==> src/rtl/sim_time_pkg.sv <==
// Shared definitions for the simulated-day timebase: FSM states, default
// day geometry and counter widths.
package sim_time_pkg;

    localparam int TICKS_PER_HOUR_DEF = 4;
    localparam int DAY_HOURS_DEF      = 8;
    localparam int SUB_TICK_W         = 8;
    localparam int HOUR_W             = 4;

    typedef enum logic [1:0] {
        ST_IDLE  = 2'd0,
        ST_RUN   = 2'd1,
        ST_PAUSE = 2'd2,
        ST_DONE  = 2'd3
    } sim_state_e;

endpackage

==> src/rtl/tap_edge_detect.sv <==
// Rising-edge detector on a selectable bit of the upstream divider count.
// A change of the tap index blanks the edge for that cycle, so switching
// taps can never manufacture a spurious edge from two unrelated bits.
module tap_edge_detect (
    input  logic        clock,
    input  logic        reset_n,
    input  logic [31:0] divided_clocks,
    input  logic [4:0]  tap_sel,
    output logic        edge_det
);

    logic       sel_bit;
    logic       prev_bit;
    logic [4:0] tap_q;

    assign sel_bit  = divided_clocks[tap_sel];
    assign edge_det = sel_bit && !prev_bit && (tap_sel == tap_q);

    // Remember the previous selected bit and tap index every cycle.
    always_ff @(posedge clock or negedge reset_n) begin
        if (!reset_n) begin
            prev_bit <= 1'b0;
            tap_q    <= 5'd0;
        end else begin
            prev_bit <= sel_bit;
            tap_q    <= tap_sel;
        end
    end

endmodule

==> src/rtl/sim_timebase.sv <==
// Simulated-day timebase: counts time-base edges into sub-ticks and hours,
// runs one day and stops in DONE until restarted.
// Optional feature macro: SIM_TIMEBASE_HOUR_PULSE_EN adds a hour_pulse
// output that fires with the tick that completes each hour.
// Handshake: start and pause are plain levels sampled every rising edge;
// there is no ready/ack, start is only honoured in IDLE or DONE.
module sim_timebase
    import sim_time_pkg::*;
#(
    parameter int TICKS_PER_HOUR = TICKS_PER_HOUR_DEF,
    parameter int DAY_HOURS      = DAY_HOURS_DEF
) (
    input  logic                  clock,
    input  logic                  reset_n,
    input  logic [31:0]           divided_clocks,
    input  logic [4:0]            tap_sel,
    input  logic                  start,
    input  logic                  pause,
    output logic                  tick,
    output logic [SUB_TICK_W-1:0] sub_tick,
    output logic [HOUR_W-1:0]     hour,
    output logic                  running,
    output logic                  day_done,
`ifdef SIM_TIMEBASE_HOUR_PULSE_EN
    output logic                  hour_pulse,
`endif
    output sim_state_e            state_dbg
);

    localparam logic [SUB_TICK_W-1:0] SUB_LAST  = SUB_TICK_W'(TICKS_PER_HOUR - 1);
    localparam logic [HOUR_W-1:0]     HOUR_LAST = HOUR_W'(DAY_HOURS - 1);

    sim_state_e            state, state_n;
    logic [SUB_TICK_W-1:0] sub_n;
    logic [HOUR_W-1:0]     hour_n;
    logic                  tick_n;
    logic                  edge_det;

    tap_edge_detect u_edge (
        .clock          (clock),
        .reset_n        (reset_n),
        .divided_clocks (divided_clocks),
        .tap_sel        (tap_sel),
        .edge_det       (edge_det)
    );

    // State, counters and the registered tick pulse.
    always_ff @(posedge clock or negedge reset_n) begin
        if (!reset_n) begin
            state    <= ST_IDLE;
            sub_tick <= '0;
            hour     <= '0;
            tick     <= 1'b0;
        end else begin
            state    <= state_n;
            sub_tick <= sub_n;
            hour     <= hour_n;
            tick     <= tick_n;
        end
    end

    // Next-state and counter advance; an edge only counts in RUN without pause.
    always_comb begin
        state_n = state;
        sub_n   = sub_tick;
        hour_n  = hour;
        tick_n  = 1'b0;
        case (state)
            ST_IDLE, ST_DONE: begin
                if (start) begin
                    state_n = ST_RUN;
                    sub_n   = '0;
                    hour_n  = '0;
                end
            end
            ST_RUN: begin
                if (pause) begin
                    state_n = ST_PAUSE;
                end else if (edge_det) begin
                    tick_n = 1'b1;
                    if (sub_tick == SUB_LAST) begin
                        sub_n = '0;
                        if (hour == HOUR_LAST) begin
                            state_n = ST_DONE;
                        end else begin
                            hour_n = hour + 1'b1;
                        end
                    end else begin
                        sub_n = sub_tick + 1'b1;
                    end
                end
            end
            ST_PAUSE: begin
                if (!pause) begin
                    state_n = ST_RUN;
                end
            end
            default: state_n = ST_IDLE;
        endcase
    end

    assign running   = (state == ST_RUN);
    assign day_done  = (state == ST_DONE);
    assign state_dbg = state;

`ifdef SIM_TIMEBASE_HOUR_PULSE_EN
    // Pulse alongside the tick that wraps sub_tick (hour step or end of day).
    always_ff @(posedge clock or negedge reset_n) begin
        if (!reset_n) begin
            hour_pulse <= 1'b0;
        end else begin
            hour_pulse <= tick_n && (sub_tick == SUB_LAST);
        end
    end
`endif

endmodule

==> config.mk <==
export PLATFORM = sky130hd
export DESIGN_NAME = sim_timebase
export DESIGN_NICKNAME = d
export VERILOG_FILES = /design/src/rtl/sim_time_pkg.sv /design/src/rtl/tap_edge_detect.sv /design/src/rtl/sim_timebase.sv
export SDC_FILE = /design/constraint.sdc
export NUM_CORES = 1
export LEC_CHECK = 0
export ABC_CLOCK_PERIOD_IN_PS = 4100
export CORE_MARGIN = 10
export CORE_UTILIZATION = 35
export DETAILED_ROUTE_END_ITERATION = 6
export PLACE_DENSITY = 0.7
export SLEW_MARGIN = 20
export SYNTH_ARGS = -nofsm -noshare
export SYNTH_HDL_FRONTEND = slang
export SYNTH_SLANG_ARGS = --single-unit
==> constraint.sdc <==
create_clock -name clock -period 4.1 [get_ports clock]
set_input_delay 0.82 -clock clock [delete_from_list [all_inputs] [get_ports clock]]
set_output_delay 0.82 -clock clock [all_outputs]
set_load 0.01 [all_outputs]
==> qor.yml <==
clock_network:
  post_cts_buffers: 0
  cts_tree: "done"
  clock_latency_ns: 0.26
  h-tree-depth: 1
  cts.clk_slew.worst_paths_ns: 0.07
  cts_sinks: 21
  ctsResizeCount: 0
  cts_root_buffer: "clkbuf_8"
  cts_buffers: 3
  ctsLongestPathBuffers: 2
  postCtsHoldBufs: 0
sta:
  hold_viol_final: 0
  fin_crit_sh: 0.7153
  fin_hold_ws_ns: 0.5766
  max-slew-margin-rel: 0.3711
  finalSetupViolations: 0
  fmax_mhz: 341.0
  period_needed_ns: 2.933
  rsz0062_at_grt: "false"
  tightest_slew_ns: 0.9404
  final.setup.tns_ns: 0
  clock_skew_ns: 0.001719
  slew_viol_final: 0
run:
  cap_violations: 0
die:
  die_w_um: 86.10
  initial_core_util: 0.3715
  rows: 23
  die_h_um: 86.10
  die-area_mm2: 0.007412
  pin_count: 58
  core_area_mm2: 0.004115
global_routing:
  grt_first_pass_wirelength_um: 7258
  grt_max_degree: 25
  antenna_found_initial: 0
  track_usage: 0.1179
  overflow: 0
  grt_pass1_vias: 1410
yosys:
  synth_cell_types: 42
  ys_warn_count: 0
  ys_seq_area_frac: 0.3437
  synth_compound_area_frac: 0.1645
  synthesis.area_mm2: 0.001529
  yosysTopAreaCell: "dfrtp_1"
  synth_xor_area_frac: 0.02864
  avgSynthCellArea_um2: 8.994
  syn-instance-count: 170
  yosys-top-cells-area: "dfrtp_1, mux2i_1, nand2_1"
  synth-seq-cells: 21
  synthAdderAreaFrac: 0.04092
  syn-num-nets: 216
  muxShareOfSynthArea: 0.1113
  synth_top_family_by_area: "simple AND/OR/NAND/NOR gates"
  synth-simple-area-share: 0.2660
  synth-edff-count: 0
  synth-main-ff-cell: "dfrtp_1"
  synth_top_area_share: 0.3437
  synthArstFlopShare: 1.000
power:
  seq_power_share: 0.321
  intPower_mw: 0.5585
  p_sw_mw: 0.3704
  leakage_nw: 0.9196
  p_clk_frac: 0.144
  ir_worst_vdd_mv: 0.2218
  comb_power_share: 0.535
  p_per_area_mw_per_mm2: 424.7
  swShare: 0.3987
setup_path:
  worstPathArrival_ns: 2.11
  cp_max_fo: 24
  path_class: "reg2out"
  required_ns: 3.28
  start_kind: "flop"
  end_kind: "output port"
drt:
  vias: 1469
  finalWirelength_um: 4395
  ant_nets: 0
  drc: 0
  routedWlPerCell_um: 15.98
  first_iter_violations: 76
  viasPerCell: 5.342
  first_pass_iters: 4
final_layout:
  final_common_cell: "clkdlybuf4s50_1"
  final_cell_mix: "clkdlybuf4s50_1, nand2_1, dfrtp_1"
  fin_nets: 272
  syn2layout_area_growth_pct: 43.04
  layout-drive-gt1-share: 0.05333
  fin_util: 0.5315
  fillers: 395
  instances_no_fill: 275
  diodes: 0
place:
  placedCellCount: 271
  port_buffers: 57
  dpl.hpwl_um: 3501
  gp_congestion: 0.8198
hold_path:
  holdCritPathClass: "reg2reg"
status:
  outcome: "completed"
==> stage by stage <==
step	cell area, um^2	total power [mW]	setup WS [ns]
final	2187	0.9288	1.167
after global routing	2187	1.018	0.9837
after CTS	2187	0.9377	1.146
after detailed placement	2142	0.8029	0.8836
after global placement	2142	0.7914	0.9439
after floorplan	1529	0.6081	1.488
==> worst max-delay path: stages, from the launching register on <==
cell,delay [ns]
dfrtp_1,0.43
inv_1,0.09
ha_1,0.65
clkdlybuf4s50_1,0.68
==> worst paths after layout <==
| check | slack, ns | cells after the start | start | end |
|---|---|---|---|---|
| max reg2reg | 1.43 | 7 | state_dbg[1]$_DFFE_PN0P_ | hour[3]$_DFFE_PN0P_ |
| max in group asynchronous | 2.44 | 1 | reset_n | u_edge.tap_q[4]$_DFF_PN0_ |
| min | 0.58 | 2 | sub_tick[1]$_DFFE_PN0P_ | sub_tick[1]$_DFFE_PN0P_ |
| min reg2reg | 0.58 | 2 | sub_tick[1]$_DFFE_PN0P_ | sub_tick[1]$_DFFE_PN0P_ |
| max | 1.17 | 3 | state_dbg[1]$_DFFE_PN0P_ | running |
| min in group asynchronous | 1.08 | 1 | reset_n | hour[3]$_DFFE_PN0P_ |
==> layout make-up <==
| cell class | count | area [um^2] | area share |
|---|---|---|---|
| clock buffers | 4 | 45.04 | 0.02059 |
| inverters | 7 | 26.28 | 0.01201 |
| multi-input cells | 134 | 942.2 | 0.4308 |
| flip-flops and latches | 21 | 525.5 | 0.2403 |
| well taps | 50 | 62.56 | 0.02860 |
| repair buffers | 59 | 585.6 | 0.2677 |
==> cell usage after synthesis (all sizes together) (2+ instances only) <==
library cell / instances
nand2: 24
dfrtp: 21
mux2i: 17
nand3: 10
a21oi: 7
inv: 7
nor2: 6
ha: 5
nand2b: 5
or4: 5
a22oi: 4
and2: 4
and3: 4
buf: 4
clkbuf: 4
nand4: 4
o211ai: 4
xnor2: 4
o21ai: 3
o311ai: 3
or4b: 3
a31oi: 2
a41o: 2
nor2b: 2
o41ai: 2
or2: 2
==> power by group through the flow <==
stage | clock network, mW | logic [mW] | registers [mW]
2_1_floorplan | 0 | 0.302 | 0.307
3_3_place_gp | 0 | 0.492 | 0.300
3_5_place_dp | 0 | 0.501 | 0.302
4_1_cts | 0.137 | 0.503 | 0.298
5_1_grt | 0.147 | 0.563 | 0.308
6_report | 0.134 | 0.497 | 0.298
==> kinds of logic after synthesis <==
family                     Yosys count
muxes                               17
xor gates and xnor gates             5
adders and majority gates            5
buffers and inverters               15
and+or+nand+nor                     73
AOI/OAI and AO/OA                   34
DFF                                 21
==> metal layers <==
metal	routed length [um]	global-route usage
met1	1901	0.1483
met2	2277	0.1941
met3	179	0.02744
met4	36	0.03443
met5	0	0
==> state kept, by name (all words and copies together), names as in the netlist <==
signal           flops
sub_tick             8
hour                 4
state_dbg            2
u_edge.prev_bit      1
u_edge.tap_q         5
tick                 1
No activity file was read; power rests on OpenSTA's default activity.
